$ cat config.mk
export PLATFORM = sky130hd
export DESIGN_NAME = sram_port_arbiter_flat
export DESIGN_NICKNAME = d
export VERILOG_FILES = /design/src/rtl/sram_port_arbiter_if.sv /design/src/rtl/sram_port_arbiter.sv /design/src/flat_wrapper.sv
export SDC_FILE = /design/constraint.sdc
export NUM_CORES = 1
export LEC_CHECK = 0
export ABC_AREA = 1
export BUFFER_PORTS_ARGS = -buffer_cell sky130_fd_sc_hd__buf_2
export CORE_AREA = 2 2 120 122
export DETAILED_ROUTE_END_ITERATION = 6
export DIE_AREA = 0 0 122 124
export PLACE_DENSITY = 0.46
export SYNTH_ARGS = -nofsm -noshare
export SYNTH_HDL_FRONTEND = slang
export SYNTH_SLANG_ARGS = --single-unit
$ cat constraint.sdc
create_clock -name clk -period 1.5 [get_ports clk]
set_input_delay 0 -clock clk [delete_from_list [all_inputs] [get_ports clk]]
set_output_delay 0 -clock clk [all_outputs]
set_load 0.05 [all_outputs]
$ cat src/rtl/sram_port_arbiter_if.sv
// SRAM-like port bundle: request/address phase plus accept and response handshakes.
// The master drives the request fields and the slave drives the handshakes and read data.
interface sram_port_arbiter_if;
  logic        req;
  logic        wr;
  logic [1:0]  size;
  logic [31:0] addr;
  logic [31:0] wdata;
  logic        addr_ok;
  logic        data_ok;
  logic [31:0] rdata;

  modport master (
    output req, wr, size, addr, wdata,
    input  addr_ok, data_ok, rdata
  );

  modport slave (
    input  req, wr, size, addr, wdata,
    output addr_ok, data_ok, rdata
  );
endinterface

$ cat src/rtl/sram_port_arbiter.sv
// Shares one SRAM-like port between fetch (inst) and data requesters, with fixed data priority,
// a grant held until accept, and an issue-order FIFO that steers each response to its issuer.
module sram_port_arbiter #(
  parameter int MAX_OUTSTANDING = 2
) (
  input  logic                clk,
  input  logic                resetn,
  sram_port_arbiter_if.slave  inst,
  sram_port_arbiter_if.slave  data,
  sram_port_arbiter_if.master m,
  output logic                err_spurious
);
  localparam int PW = (MAX_OUTSTANDING > 1) ? $clog2(MAX_OUTSTANDING) : 1;
  localparam int CW = $clog2(MAX_OUTSTANDING) + 1;
  localparam logic ID_INST = 1'b0;
  localparam logic ID_DATA = 1'b1;
  localparam logic [PW-1:0] PTR_LAST = PW'(MAX_OUTSTANDING - 1);
  localparam logic [CW-1:0] CNT_FULL = CW'(MAX_OUTSTANDING);

  logic [MAX_OUTSTANDING-1:0] order_q;
  logic [PW-1:0] rd_ptr_q, rd_ptr_d;
  logic [PW-1:0] wr_ptr_q, wr_ptr_d;
  logic [CW-1:0] count_q, count_d;
  logic          lock_valid_q, lock_valid_d;
  logic          lock_id_q, lock_id_d;
  logic          err_q, err_d;

  logic full, gnt_valid, gnt_id, gnt_req, push, pop, head_id;

  // A held lock overrides priority so an offered address never changes before it is accepted.
  always_comb begin
    gnt_valid = 1'b0;
    gnt_id    = ID_INST;
    if (lock_valid_q) begin
      gnt_valid = 1'b1;
      gnt_id    = lock_id_q;
    end else if (data.req) begin
      gnt_valid = 1'b1;
      gnt_id    = ID_DATA;
    end else if (inst.req) begin
      gnt_valid = 1'b1;
      gnt_id    = ID_INST;
    end
  end

  assign full    = (count_q == CNT_FULL);
  assign gnt_req = gnt_valid && ((gnt_id == ID_DATA) ? data.req : inst.req);

  assign m.req   = !full && gnt_req;
  assign m.wr    = (gnt_id == ID_DATA) ? data.wr    : inst.wr;
  assign m.size  = (gnt_id == ID_DATA) ? data.size  : inst.size;
  assign m.addr  = (gnt_id == ID_DATA) ? data.addr  : inst.addr;
  assign m.wdata = (gnt_id == ID_DATA) ? data.wdata : inst.wdata;

  assign push    = m.req && m.addr_ok;
  assign pop     = m.data_ok && (count_q != '0);
  assign head_id = order_q[rd_ptr_q];

  assign inst.addr_ok = push && (gnt_id == ID_INST);
  assign data.addr_ok = push && (gnt_id == ID_DATA);
  assign inst.data_ok = pop && (head_id == ID_INST);
  assign data.data_ok = pop && (head_id == ID_DATA);
  assign inst.rdata   = m.rdata;
  assign data.rdata   = m.rdata;
  assign err_spurious = err_q;

  always_comb begin
    rd_ptr_d     = rd_ptr_q;
    wr_ptr_d     = wr_ptr_q;
    count_d      = count_q;
    lock_valid_d = lock_valid_q;
    lock_id_d    = lock_id_q;
    err_d        = err_q;

    if (push) wr_ptr_d = (wr_ptr_q == PTR_LAST) ? '0 : wr_ptr_q + 1'b1;
    if (pop)  rd_ptr_d = (rd_ptr_q == PTR_LAST) ? '0 : rd_ptr_q + 1'b1;

    case ({push, pop})
      2'b10:   count_d = count_q + 1'b1;
      2'b01:   count_d = count_q - 1'b1;
      default: count_d = count_q;
    endcase

    if (m.req && !m.addr_ok) begin
      lock_valid_d = 1'b1;
      lock_id_d    = gnt_id;
    end else if (push) begin
      lock_valid_d = 1'b0;
    end

    if (m.data_ok && (count_q == '0)) err_d = 1'b1;
  end

  always_ff @(posedge clk or negedge resetn) begin
    if (!resetn) begin
      rd_ptr_q     <= '0;
      wr_ptr_q     <= '0;
      count_q      <= '0;
      lock_valid_q <= 1'b0;
      lock_id_q    <= ID_INST;
      err_q        <= 1'b0;
    end else begin
      rd_ptr_q     <= rd_ptr_d;
      wr_ptr_q     <= wr_ptr_d;
      count_q      <= count_d;
      lock_valid_q <= lock_valid_d;
      lock_id_q    <= lock_id_d;
      err_q        <= err_d;
    end
  end

  // Entries are only read when count says they are valid, so storage needs no reset.
  always_ff @(posedge clk) begin
    if (push) order_q[wr_ptr_q] <= gnt_id;
  end
endmodule

$ cat src/flat_wrapper.sv
// flat-port wrapper written by rule: the top's interface ports become plain ports
module sram_port_arbiter_flat 
#(
  parameter int MAX_OUTSTANDING = 2
)
  (clk, resetn, err_spurious, inst_req, inst_wr, inst_size, inst_addr, inst_wdata, inst_addr_ok, inst_data_ok, inst_rdata, data_req, data_wr, data_size, data_addr, data_wdata, data_addr_ok, data_data_ok, data_rdata, m_req, m_wr, m_size, m_addr, m_wdata, m_addr_ok, m_data_ok, m_rdata);
  sram_port_arbiter_if inst_i ();
  sram_port_arbiter_if data_i ();
  sram_port_arbiter_if m_i ();
  input  logic clk;
  input  logic resetn;
  output logic err_spurious;
  input wire logic [$bits(inst_i.req)-1:0] inst_req;
  input wire logic [$bits(inst_i.wr)-1:0] inst_wr;
  input wire logic [$bits(inst_i.size)-1:0] inst_size;
  input wire logic [$bits(inst_i.addr)-1:0] inst_addr;
  input wire logic [$bits(inst_i.wdata)-1:0] inst_wdata;
  output wire logic [$bits(inst_i.addr_ok)-1:0] inst_addr_ok;
  output wire logic [$bits(inst_i.data_ok)-1:0] inst_data_ok;
  output wire logic [$bits(inst_i.rdata)-1:0] inst_rdata;
  input wire logic [$bits(data_i.req)-1:0] data_req;
  input wire logic [$bits(data_i.wr)-1:0] data_wr;
  input wire logic [$bits(data_i.size)-1:0] data_size;
  input wire logic [$bits(data_i.addr)-1:0] data_addr;
  input wire logic [$bits(data_i.wdata)-1:0] data_wdata;
  output wire logic [$bits(data_i.addr_ok)-1:0] data_addr_ok;
  output wire logic [$bits(data_i.data_ok)-1:0] data_data_ok;
  output wire logic [$bits(data_i.rdata)-1:0] data_rdata;
  output wire logic [$bits(m_i.req)-1:0] m_req;
  output wire logic [$bits(m_i.wr)-1:0] m_wr;
  output wire logic [$bits(m_i.size)-1:0] m_size;
  output wire logic [$bits(m_i.addr)-1:0] m_addr;
  output wire logic [$bits(m_i.wdata)-1:0] m_wdata;
  input wire logic [$bits(m_i.addr_ok)-1:0] m_addr_ok;
  input wire logic [$bits(m_i.data_ok)-1:0] m_data_ok;
  input wire logic [$bits(m_i.rdata)-1:0] m_rdata;
  assign inst_i.req = inst_req;
  assign inst_i.wr = inst_wr;
  assign inst_i.size = inst_size;
  assign inst_i.addr = inst_addr;
  assign inst_i.wdata = inst_wdata;
  assign inst_addr_ok = inst_i.addr_ok;
  assign inst_data_ok = inst_i.data_ok;
  assign inst_rdata = inst_i.rdata;
  assign data_i.req = data_req;
  assign data_i.wr = data_wr;
  assign data_i.size = data_size;
  assign data_i.addr = data_addr;
  assign data_i.wdata = data_wdata;
  assign data_addr_ok = data_i.addr_ok;
  assign data_data_ok = data_i.data_ok;
  assign data_rdata = data_i.rdata;
  assign m_req = m_i.req;
  assign m_wr = m_i.wr;
  assign m_size = m_i.size;
  assign m_addr = m_i.addr;
  assign m_wdata = m_i.wdata;
  assign m_i.addr_ok = m_addr_ok;
  assign m_i.data_ok = m_data_ok;
  assign m_i.rdata = m_rdata;
  sram_port_arbiter #(.MAX_OUTSTANDING(MAX_OUTSTANDING)) u_core (.clk(clk), .resetn(resetn), .inst(inst_i), .data(data_i), .m(m_i), .err_spurious(err_spurious));
endmodule
==> results of run 1 <==
worst min-delay path by stage:
stage,end,cells after the start,from
6_report,data_rdata[11],0,m_rdata[11]
5_1_grt,data_rdata[11],0,m_rdata[11]
4_1_cts,data_rdata[29],0,m_rdata[29]
3_5_place_dp,u_core.count_q[1],1,resetn
3_3_place_gp,u_core.err_spurious,1,resetn
2_1_floorplan,u_core.count_q[0],0,resetn
cell families (layout without fill, tap and decap cells):
logic type,after synthesis,in the layout,synth area share [%]
simple gates,223,223,48.3
flops,9,9,13.3
xor+xnor,3,3,1.49
compound gates,5,5,1.63
mux,1,1,0.566
fa+ha+maj,1,1,0.708
buf+inv,87,244,34.0
stage by stage:
step                      TNS, ns  instances
after floorplan                 0        329
after global placement          0        654
after detailed placement        0        654
after CTS                 -0.0796        661
after global routing        -3.31        666
final                     -0.0887        666
layout make-up:
cell class	count	area [um^2]
flip-flops and latches	9	235
multi-input cells	233	1280
well taps	180	225
fillers	1518	9950
repair buffers	231	1880
clock buffers	4	78.8
inverters	9	60.1
what timing repair did:
action / in CTS / in global routing
endpoints found under the setup margin: 68 / 71
setup buffers: 0 / 1
hold buffers: 1 / 0
resized for setup: 136 / 143
endpoints found under the hold margin: 7 / 0
cloned: 2 / 4
pin swaps: 0 / 12
worst register-to-register path, stage by stage, from the launching register on:
cell     delay [ns]
dfrtp_1        0.40
nand2_2        0.08
buf_4          0.11
nand3_2        0.07
nand2_2        0.09
nand3_4        0.08
ha_4           0.22
a21oi_1        0.10
o21ai_1        0.08
xor2_1         0.14
per-layer routing:
| metal | track usage, % | wire length, um |
|---|---|---|
| met1 | 9.09 | 2850 |
| met3 | 1.56 | 631 |
| met5 | 0 | 0 |
| met4 | 3.52 | 198 |
| met2 | 16.3 | 4270 |
sequential cells by signal, indices dropped and copies added (netlist names):
name and count:
u_core.wr_ptr_q 1, u_core.lock_id_q 1, u_core.lock_valid_q 1, u_core.rd_ptr_q 1, u_core.err_spurious 1, u_core.order_q 2
u_core.count_q 2
power breakdown:
group          internal (mW)  switching [mW]
clock                  0.355           0.112
sequential             0.358          0.0694
combinational           2.86            4.76
cell usage in the layout, fill, tap and decap left out, types with 2 or more instances in the layout:
master,netlist,layout
edfxtp_1,2,2
nor2_1,4,2
buf_2,10,143
buf_6,3,52
buf_16,0,3
nor2_4,0,2
o21ai_1,0,2
inv_1,8,7
buf_8,0,19
buf_4,64,6
dfrtp_1,7,7
nand4_1,2,2
xnor2_1,2,2
clkbuf_16,0,7
nand2_4,0,16
nand2_2,2,71
nand2_1,211,125
buf_12,0,3
==> impl_results.md, run 1 <==
* Worst slew pin tran at 0.228 ns
* RSZ-0062 raised after global routing: yes
* Vias/cell at 3.67
* Clk_lat worst skew at 0.23 ns
* Residual DRC at 0
* Initial DRC count at 40
* Syn Inst Count at 329
* Maximum vdd drop at 0.844 mV
* Seq cells post-synth at 9
* Fin util at 27.5%
* Asr flop ratio synth at 77.8%
* FF-to-FF path depth at 9
* Worst setup EP type: output pin
* Synthesized area at 1770 um^2
* Area post-placement at 2640 um^2
* DR vias at 2446
* Final Hold Vio Count at 0
* Signal arrival time at the worst endpoint at 1.52 ns
* Buffer and inverter count on the worst path at 3
* Critical Path Stages at 7
* Die area at 15100 um^2
* Clk buf depth at 2
* DR pass1 iterations at 4
* Vias in the first global route at 2190
* Worst path slowest cell: dfrtp_1
* Top-count cell post-synth: nand2_1
* Final Max Tran Viols at 0
* Area leader, netlist: nand2_1
* Average size of a mapped cell at 5.37 um^2
* Crit path from: u_core.lock_valid_q
* Largest net degree at the start of global routing at 41
* Crit start category: flop
* Area growth syn-to-layout at 113%
* Status: complete, but fails checks
* Ant. Diodes at 0
* Total GRT Usage at 8.49%
* Reg-to-Reg End: u_core.count_q[1]
* I/O Pins at 309
* Ys flop type: dfrtp_1
* Die height at 124 um
* Delay-heaviest family, CP: buffers and inverters
* Max cap viols at 0
* Fin crit share at 101%
* # setup viols final at 10
* Max incr delay on CP at 0.38 ns
* Sink Count at 9
* Post-route cell area at 3770 um^2
* EDFF count, synth at 2
* Nets at 660
* Crit Path Category: reg -> out
* Total power at 8.52 mW
* CTS tree: built
* Static Leak at 2.11 nW
* Die Wd at 122 um
* Port bufs at 212
* TritonCTS buffer count at 3
* Placement Setup Slack at 0.0403 ns
* DRT Wirelength at 7940 um
* Site Rows at 43
* R2R setup slack at 0.01 ns
* Core area at 13700 um^2
* Failing checks: negative setup slack
* Yosys synthesis warning count at 0
* Minimum clock period at 1.52 ns
* H-tree depth at 1
* Worst hold slack at 0.0000242 ns
* WL/cell at 11.9 um
* Post-synth top area share at 44.8%
* Number of distinct library cells after synthesis at 21
* Placed wire-length estimate at 5400 um
* RR Startpoint: u_core.lock_valid_q
* Crit path to: m_addr[13]
* Final worst setup slack at -0.0202 ns
* Clk root buf: clkbuf_16
* Share of post-route cells with drive strength above 1 at 67.7%
* Ratio of total power to cell area at 2260 nW/um^2
* Initial antenna violation count at 0
* Relative slew slack at 84.4%
* Grt ovf at 0
* Register area share after synthesis at 13.3%
* Crit Path Max Fanout at 40
* Worst-path clk slew at 0.04 ns
* Synth top cells by count: 211 x nand2_1, 64 x buf_4, 10 x buf_2
* Global-route wire length before repair at 10300 um
* Final ANT Viol Nets at 0
* Initial core utilization at 12.9%
* Worst min path class: in -> out
* Worst Path Required at 1.50 ns
* CP most frequent cell: nand2_2
* Critical-path cell list: nand2_2 > buf_6 > nand2_8 > buf_16 > nand2_1 > nand2_2 > buf_8
* Top area cells in the synthesized netlist: nand2_1 45%, buf_4 27%, dfrtp_1 9.9%
* Clock skew at 0.00213 ns
* Synth Net Count at 502
* Placer Congestion at 0.698
* Peak Freq at 658 MHz
Note: power is estimated with default switching activity, not from simulation.
==> inputs of run 2 (changes only) <==
Settings changed: PLACE_DENSITY 0.46 to unset.
==> run 2 against run 1 <==
  * Count of clock-buffer cells in the layout unchanged
  * First-iteration DRC count increased by 15%
  * Sequential power about the same
  * Wire length increased by 2.7%
  * Critical path depth increased by 1
  * Die area unchanged
  * The flow still finishes with violations (negative setup slack)
  * Sequential cell count unchanged
==> impl_results.md, run 2 (synthesis gave the netlist of run 1 again) <==
* Critical-path cell list: nand2_2 > buf_6 > nand2_8 > clkinv_8 > clkbuf_16 > nand2_1 > nand2_1 > buf_6
* Initial antenna violation count at 0 (unchanged)
* DR vias at 2472 (+1.1%)
* Vias/cell at 3.72 (+1.2%)
* Footprint of the multi-input gates at 1230 um^2 (-4.2%)
* Largest regs: u_core.count_q: 2 flops, u_core.order_q: 2 flops
* Crit Path Category: reg -> out
* TritonCTS buffer count at 3 (unchanged)
* RSZ-0062 raised after global routing: yes
* Fin crit share at 101% (-0.31 points)
* Static Leak at 2.06 nW (-2.3%)
* Grt ovf at 0 (unchanged)
* Total power at 8.30 mW (-2.6%)
* Placed insts at 653 (-0.15%)
* Initial DRC count at 46 (+15%)
* Filler cell count at 1492 (-1.7%)
* Relative slew slack at 82.7% (-1.7 points)
* Clk buf depth at 2 (unchanged)
* Crit Path Max Fanout at 10 (-75%)
* Post-route cell area at 3640 um^2 (-3.3%)
* Crit start category: flop
* Failing checks: negative setup slack
* Final Hold Vio Count at 0 (unchanged)
* Final Non-Filler Cells at 665 (-0.15%)
* Final ANT Viol Nets at 0 (unchanged)
* Maximum vdd drop at 0.806 mV (-4.4%)
* Most common cell after layout, fill and taps aside: buf_2
* Total GRT Usage at 8.25% (-0.23 points)
* Placer Congestion at 0.739 (+5.9%)
* Minimum clock period at 1.52 ns (-0.00469 ns)
* Area growth syn-to-layout at 106%
* Initial core utilization at 12.9% (unchanged)
* Placement Setup Slack at -0.00447 ns (-0.0447 ns)
* Peak Freq at 660 MHz (+0.31%)
* CTS tree: built
* Hold-critical path depth at 0 (unchanged)
* Largest net degree at the start of global routing at 38 (-7.3%)
* Worst Path Required at 1.50 ns (about the same)
* Sink Count at 9 (unchanged)
* Ratio of total power to cell area at 2280 nW/um^2 (+0.74%)
* Port bufs at 212 (unchanged)
* Die Wd at 122 um (unchanged)
* DR pass1 iterations at 4 (unchanged)
* WL/cell at 12.3 um (+2.8%)
* Die area at 15100 um^2 (unchanged)
* Worst-path clk slew at 0.04 ns (about the same)
* Max cap viols at 0 (unchanged)
* Vias in the first global route at 2088 (-4.7%)
* Site Rows at 43 (unchanged)
* Buffer and inverter count on the worst path at 4 (+1)
* Status: complete, but fails checks
* Max incr delay on CP at 0.38 ns (about the same)
* Global-route wire length before repair at 9860 um (-3.8%)
* Placed wire-length estimate at 5450 um (+0.92%)
* Most frequent cells in the layout: 142 x buf_2, 140 x nand2_1, 60 x nand2_2, 59 x buf_6, 13 x buf_8
* Critical Path Stages at 8 (+1)
* Final worst setup slack at -0.0155 ns (+0.00469 ns)
* Register area at 235 um^2 (unchanged)
* Final Max Tran Viols at 0 (unchanged)
* Ant. Diodes at 0 (unchanged)
* Clock skew at 0.00111 ns (-0.00102 ns)
* H-tree depth at 1 (unchanged)
* DRT Wirelength at 8160 um (+2.7%)
* Area post-placement at 2630 um^2 (-0.28%)
* I/O Pins at 309 (unchanged)
* Core area at 13700 um^2 (unchanged)
* Share of post-route cells with drive strength above 1 at 64.7% (-3.0 points)
* Worst min path class: in -> out
* Worst path slowest cell: dfrtp_1
* Worst slew pin tran at 0.261 ns (+0.0331 ns)
* Residual DRC at 0 (unchanged)
* Clk_lat worst skew at 0.23 ns (about the same)
* Die height at 124 um (unchanged)
* Worst setup EP type: output pin
* FF-to-FF path depth at 9 (unchanged)
* Signal arrival time at the worst endpoint at 1.52 ns (about the same)
* Nets at 659 (-0.15%)
* # setup viols final at 9 (-1)
* Delay-heaviest family, CP: buffers and inverters
* Clk root buf: clkbuf_16
run 2: layout make-up:
type	instances	area share (%)
repair buffers	230	50.2
multi-input cells	233	33.8
flip-flops and latches	9	6.45
well taps	180	6.18
clock buffers	4	2.16
inverters	9	1.27
run 2: timing repair:
item,CTS,global route
endpoints found under the hold margin,7,0
hold buffers,1,0
setup endpoints to repair,70,73
cloned,2,4
resized for setup,122,133
pin swaps,0,11
setup buffers,3,0
run 2: stage by stage:
stage	hold WS [ns]	TNS (ns)	util (%)
global route	0.000107	-3.81	26.6
detailed placement	-0.154	-0.00447	19.2
finish	0.0000234	-0.0629	26.6
CTS	0.000526	-0.587	23.2
floorplan	-0.296	0	-
global placement	-0.156	-0.0101	19.2
run 2: metal layers:
metal	global-route usage (%)	share of wire, %
met2	15.8	54
met4	4.24	3.7
met3	1.69	8.8
met1	8.45	34
met5	0	0
run 2: worst register-to-register path, cell delays in order, from the launching register on:
cell     delay, ns
dfrtp_1       0.38
inv_2         0.07
nand2_4       0.10
nand3_2       0.07
nand2_2       0.09
nand3_4       0.09
ha_4          0.23
a21oi_2       0.09
o21ai_1       0.08
xor2_1        0.14
run 2: worst paths after layout:
path,start,endpoint,slack [ns]
max,u_core.lock_valid_q,m_addr[14],-0.02
min reg2reg,u_core.wr_ptr_q,u_core.wr_ptr_q,0.47
max reg2reg,u_core.lock_valid_q,u_core.count_q[1],0.05
max in group asynchronous,resetn,u_core.wr_ptr_q,1.20
min,m_rdata[13],inst_rdata[13],0.00002
min in group asynchronous,resetn,u_core.err_spurious,0.14
run 2: power by group:
part	switching [mW]	total (mW)	internal (mW)
logic	4.68	7.41	2.72
registers	0.0711	0.429	0.358
clock network	0.112	0.467	0.355
==> inputs of run 3 (changes only) <==
Settings changed: PLACE_DENSITY_LB_ADDON set to 0.12.
==> run 3 against run 2 <==
  * The run still ends with negative setup slack left
  * Sequential cell count did not move
  * Via count rose by 1.3%
  * Count of clock-buffer cells in the layout did not move
  * Critical path type unchanged
  * Highest routed layer unchanged
  * Sequential power barely moved
  * Wire length fell by 2.2%
  * Combinational power fell by 1%
  * Utilization fell by 0.31 points
  * Cell count did not move
  * First-iteration DRC count fell by 8.7%
==> impl_results.md, run 3 (synthesis gave the netlist of run 1 again) <==
* Critical-path cell list: nand2_2 > buf_6 > nand2_8 > clkinv_8 > clkbuf_16 > nand2_1 > nand2_1 > buf_6
* Ratio of total power to cell area at 2280 nW/um^2 (about the same)
* Final Hold Vio Count at 0 (unchanged)
* Most frequent cells in the layout: 167 x nand2_1, 143 x buf_2, 60 x buf_6, 23 x nand2_2, 22 x nand2_4
* Sink Count at 9 (unchanged)
* Area post-placement at 2650 um^2 (+0.57%)
* Failing checks: negative setup slack
* Clock skew at 0.00271 ns (+0.00160 ns)
* DR pass1 iterations at 4 (unchanged)
* TritonCTS buffer count at 3 (unchanged)
* RSZ-0062 raised after global routing: yes
* Worst min path class: in -> out
* Initial DRC count at 42 (-8.7%)
* Post-CTS setup buffer count at 0 (-3)
* Most common cell after layout, fill and taps aside: nand2_1
* Footprint of the multi-input gates at 1200 um^2 (-2.5%)
* Largest net degree at the start of global routing at 37 (-2.6%)
* Final ANT Viol Nets at 0 (unchanged)
* Crit Path Max Fanout at 9 (-1)
* Initial core utilization at 12.9% (unchanged)
* Worst Path Required at 1.50 ns (about the same)
* Relative slew slack at 82.9% (+0.13 points)
* Static Leak at 2.08 nW (+1.1%)
* Placer Congestion at 0.757 (+2.4%)
* Clk root buf: clkbuf_16
* Die height at 124 um (unchanged)
* Clk_lat worst skew at 0.24 ns (about the same)
* Placed wire-length estimate at 5550 um (+1.9%)
* Initial antenna violation count at 0 (unchanged)
* Worst-path clk slew at 0.04 ns (about the same)
* Buffer and inverter count on the worst path at 4 (unchanged)
* Status: complete, but fails checks
* Die area at 15100 um^2 (unchanged)
* I/O Pins at 309 (unchanged)
* Crit Path Category: reg -> out
* Minimum clock period at 1.52 ns (+0.00268 ns)
* Fin crit share at 101% (+0.18 points)
* # setup viols final at 15 (+6)
* Site Rows at 43 (unchanged)
* Vias/cell at 3.77 (+1.3%)
* Register area at 235 um^2 (unchanged)
* Origin of the worst min-delay path: m_rdata[26]
* Worst setup EP type: output pin
* Total GRT Usage at 8.54% (+0.29 points)
* CTS tree: built
* Port bufs at 212 (unchanged)
* RR Startpoint: u_core.lock_valid_q
* Ant. Diodes at 0 (unchanged)
* Global-route wire length before repair at 10300 um (+4.5%)
* H-tree depth at 1 (unchanged)
* Core area at 13700 um^2 (unchanged)
* Area growth syn-to-layout at 104%
* Filler cell count at 1508 (+1.1%)
* Residual DRC at 0 (unchanged)
* Maximum vdd drop at 0.789 mV (-2.2%)
* Crit path from: u_core.lock_valid_q
* Placement Setup Slack at 0.0241 ns (+0.0286 ns)
* Post-route cell area at 3600 um^2 (-1.2%)
* Nets at 659 (unchanged)
* Final Max Tran Viols at 0 (unchanged)
* Peak Freq at 659 MHz (-0.18%)
* Worst hold slack at 0.0000230 ns (-0.000000364 ns)
* DRT Wirelength at 7980 um (-2.2%)
* Max cap viols at 0 (unchanged)
* Worst slew pin tran at 0.259 ns (-0.00192 ns)
* Share of post-route cells with drive strength above 1 at 59.0% (-5.8 points)
* Final worst setup slack at -0.0182 ns (-0.00268 ns)
* DR vias at 2505 (+1.3%)
* Worst path slowest cell: dfrtp_1
* Signal arrival time at the worst endpoint at 1.52 ns (about the same)
* Largest regs: u_core.count_q: 2 flops, u_core.order_q: 2 flops
* Die Wd at 122 um (unchanged)
* WL/cell at 12.0 um (-2.2%)
* Grt ovf at 0 (unchanged)
* Vias in the first global route at 2293 (+9.8%)
* Clk buf depth at 2 (unchanged)
* Max incr delay on CP at 0.38 ns (about the same)
* Delay-heaviest family, CP: buffers and inverters
* Crit start category: flop
run 3: cell count changes in the layout (fill, tap and decap cells not counted), moves of 3 or more:
cell / change
nand2_1: +27
nand2_4: +10
buf_12: -3
nand2_2: -37
run 3: per-layer routing:
layer	GRT usage [%]	wire, um
met1	8.21	2790
met2	17.2	4190
met3	2.15	795
met4	3.30	201
met5	0	0
run 3: final cells by class:
class	count	share of cell area, %
repair buffers	230	50.4
well taps	180	6.25
flip-flops and latches	9	6.53
inverters	9	1.29
multi-input cells	233	33.3
clock buffers	4	2.19
run 3: worst paths after layout:
path	end	slack, ns	depth (start not counted)
min in group asynchronous	u_core.rd_ptr_q	0.15	2
hold / removal	inst_rdata[26]	0.00002	0
setup reg to reg	u_core.count_q[1]	0.02	8
max in group asynchronous	u_core.lock_valid_q	1.17	2
hold reg to reg	u_core.wr_ptr_q	0.47	2
setup / recovery	m_wdata[9]	-0.02	8
run 3: per-stage QoR:
stage,power (mW),utilization [%],TNS (ns),cells
4_1_cts,7.49,23.4,-0.440,661
2_1_floorplan,4.87,-,0,329
6_report,8.21,26.3,-0.116,665
5_1_grt,8.68,26.3,-5.19,665
3_5_place_dp,5.84,19.3,0,655
3_3_place_gp,5.86,19.3,0,655
run 3: where the power goes:
group	total [mW]	leakage (nW)	switching [mW]	internal [mW]
registers	0.426	0.0993	0.0683	0.358
logic	7.31	1.95	4.63	2.68
clock network	0.472	0.0382	0.117	0.355
total	8.21	2.08	4.81	3.39
run 3: timing repair:
item / in CTS / in global routing
pin swaps: 1 / 8
cloned: 1 / 4
hold buffers: 1 / 0
endpoints found under the hold margin: 7 / 0
setup endpoints to repair: 69 / 71
gates resized for setup: 144 / 86
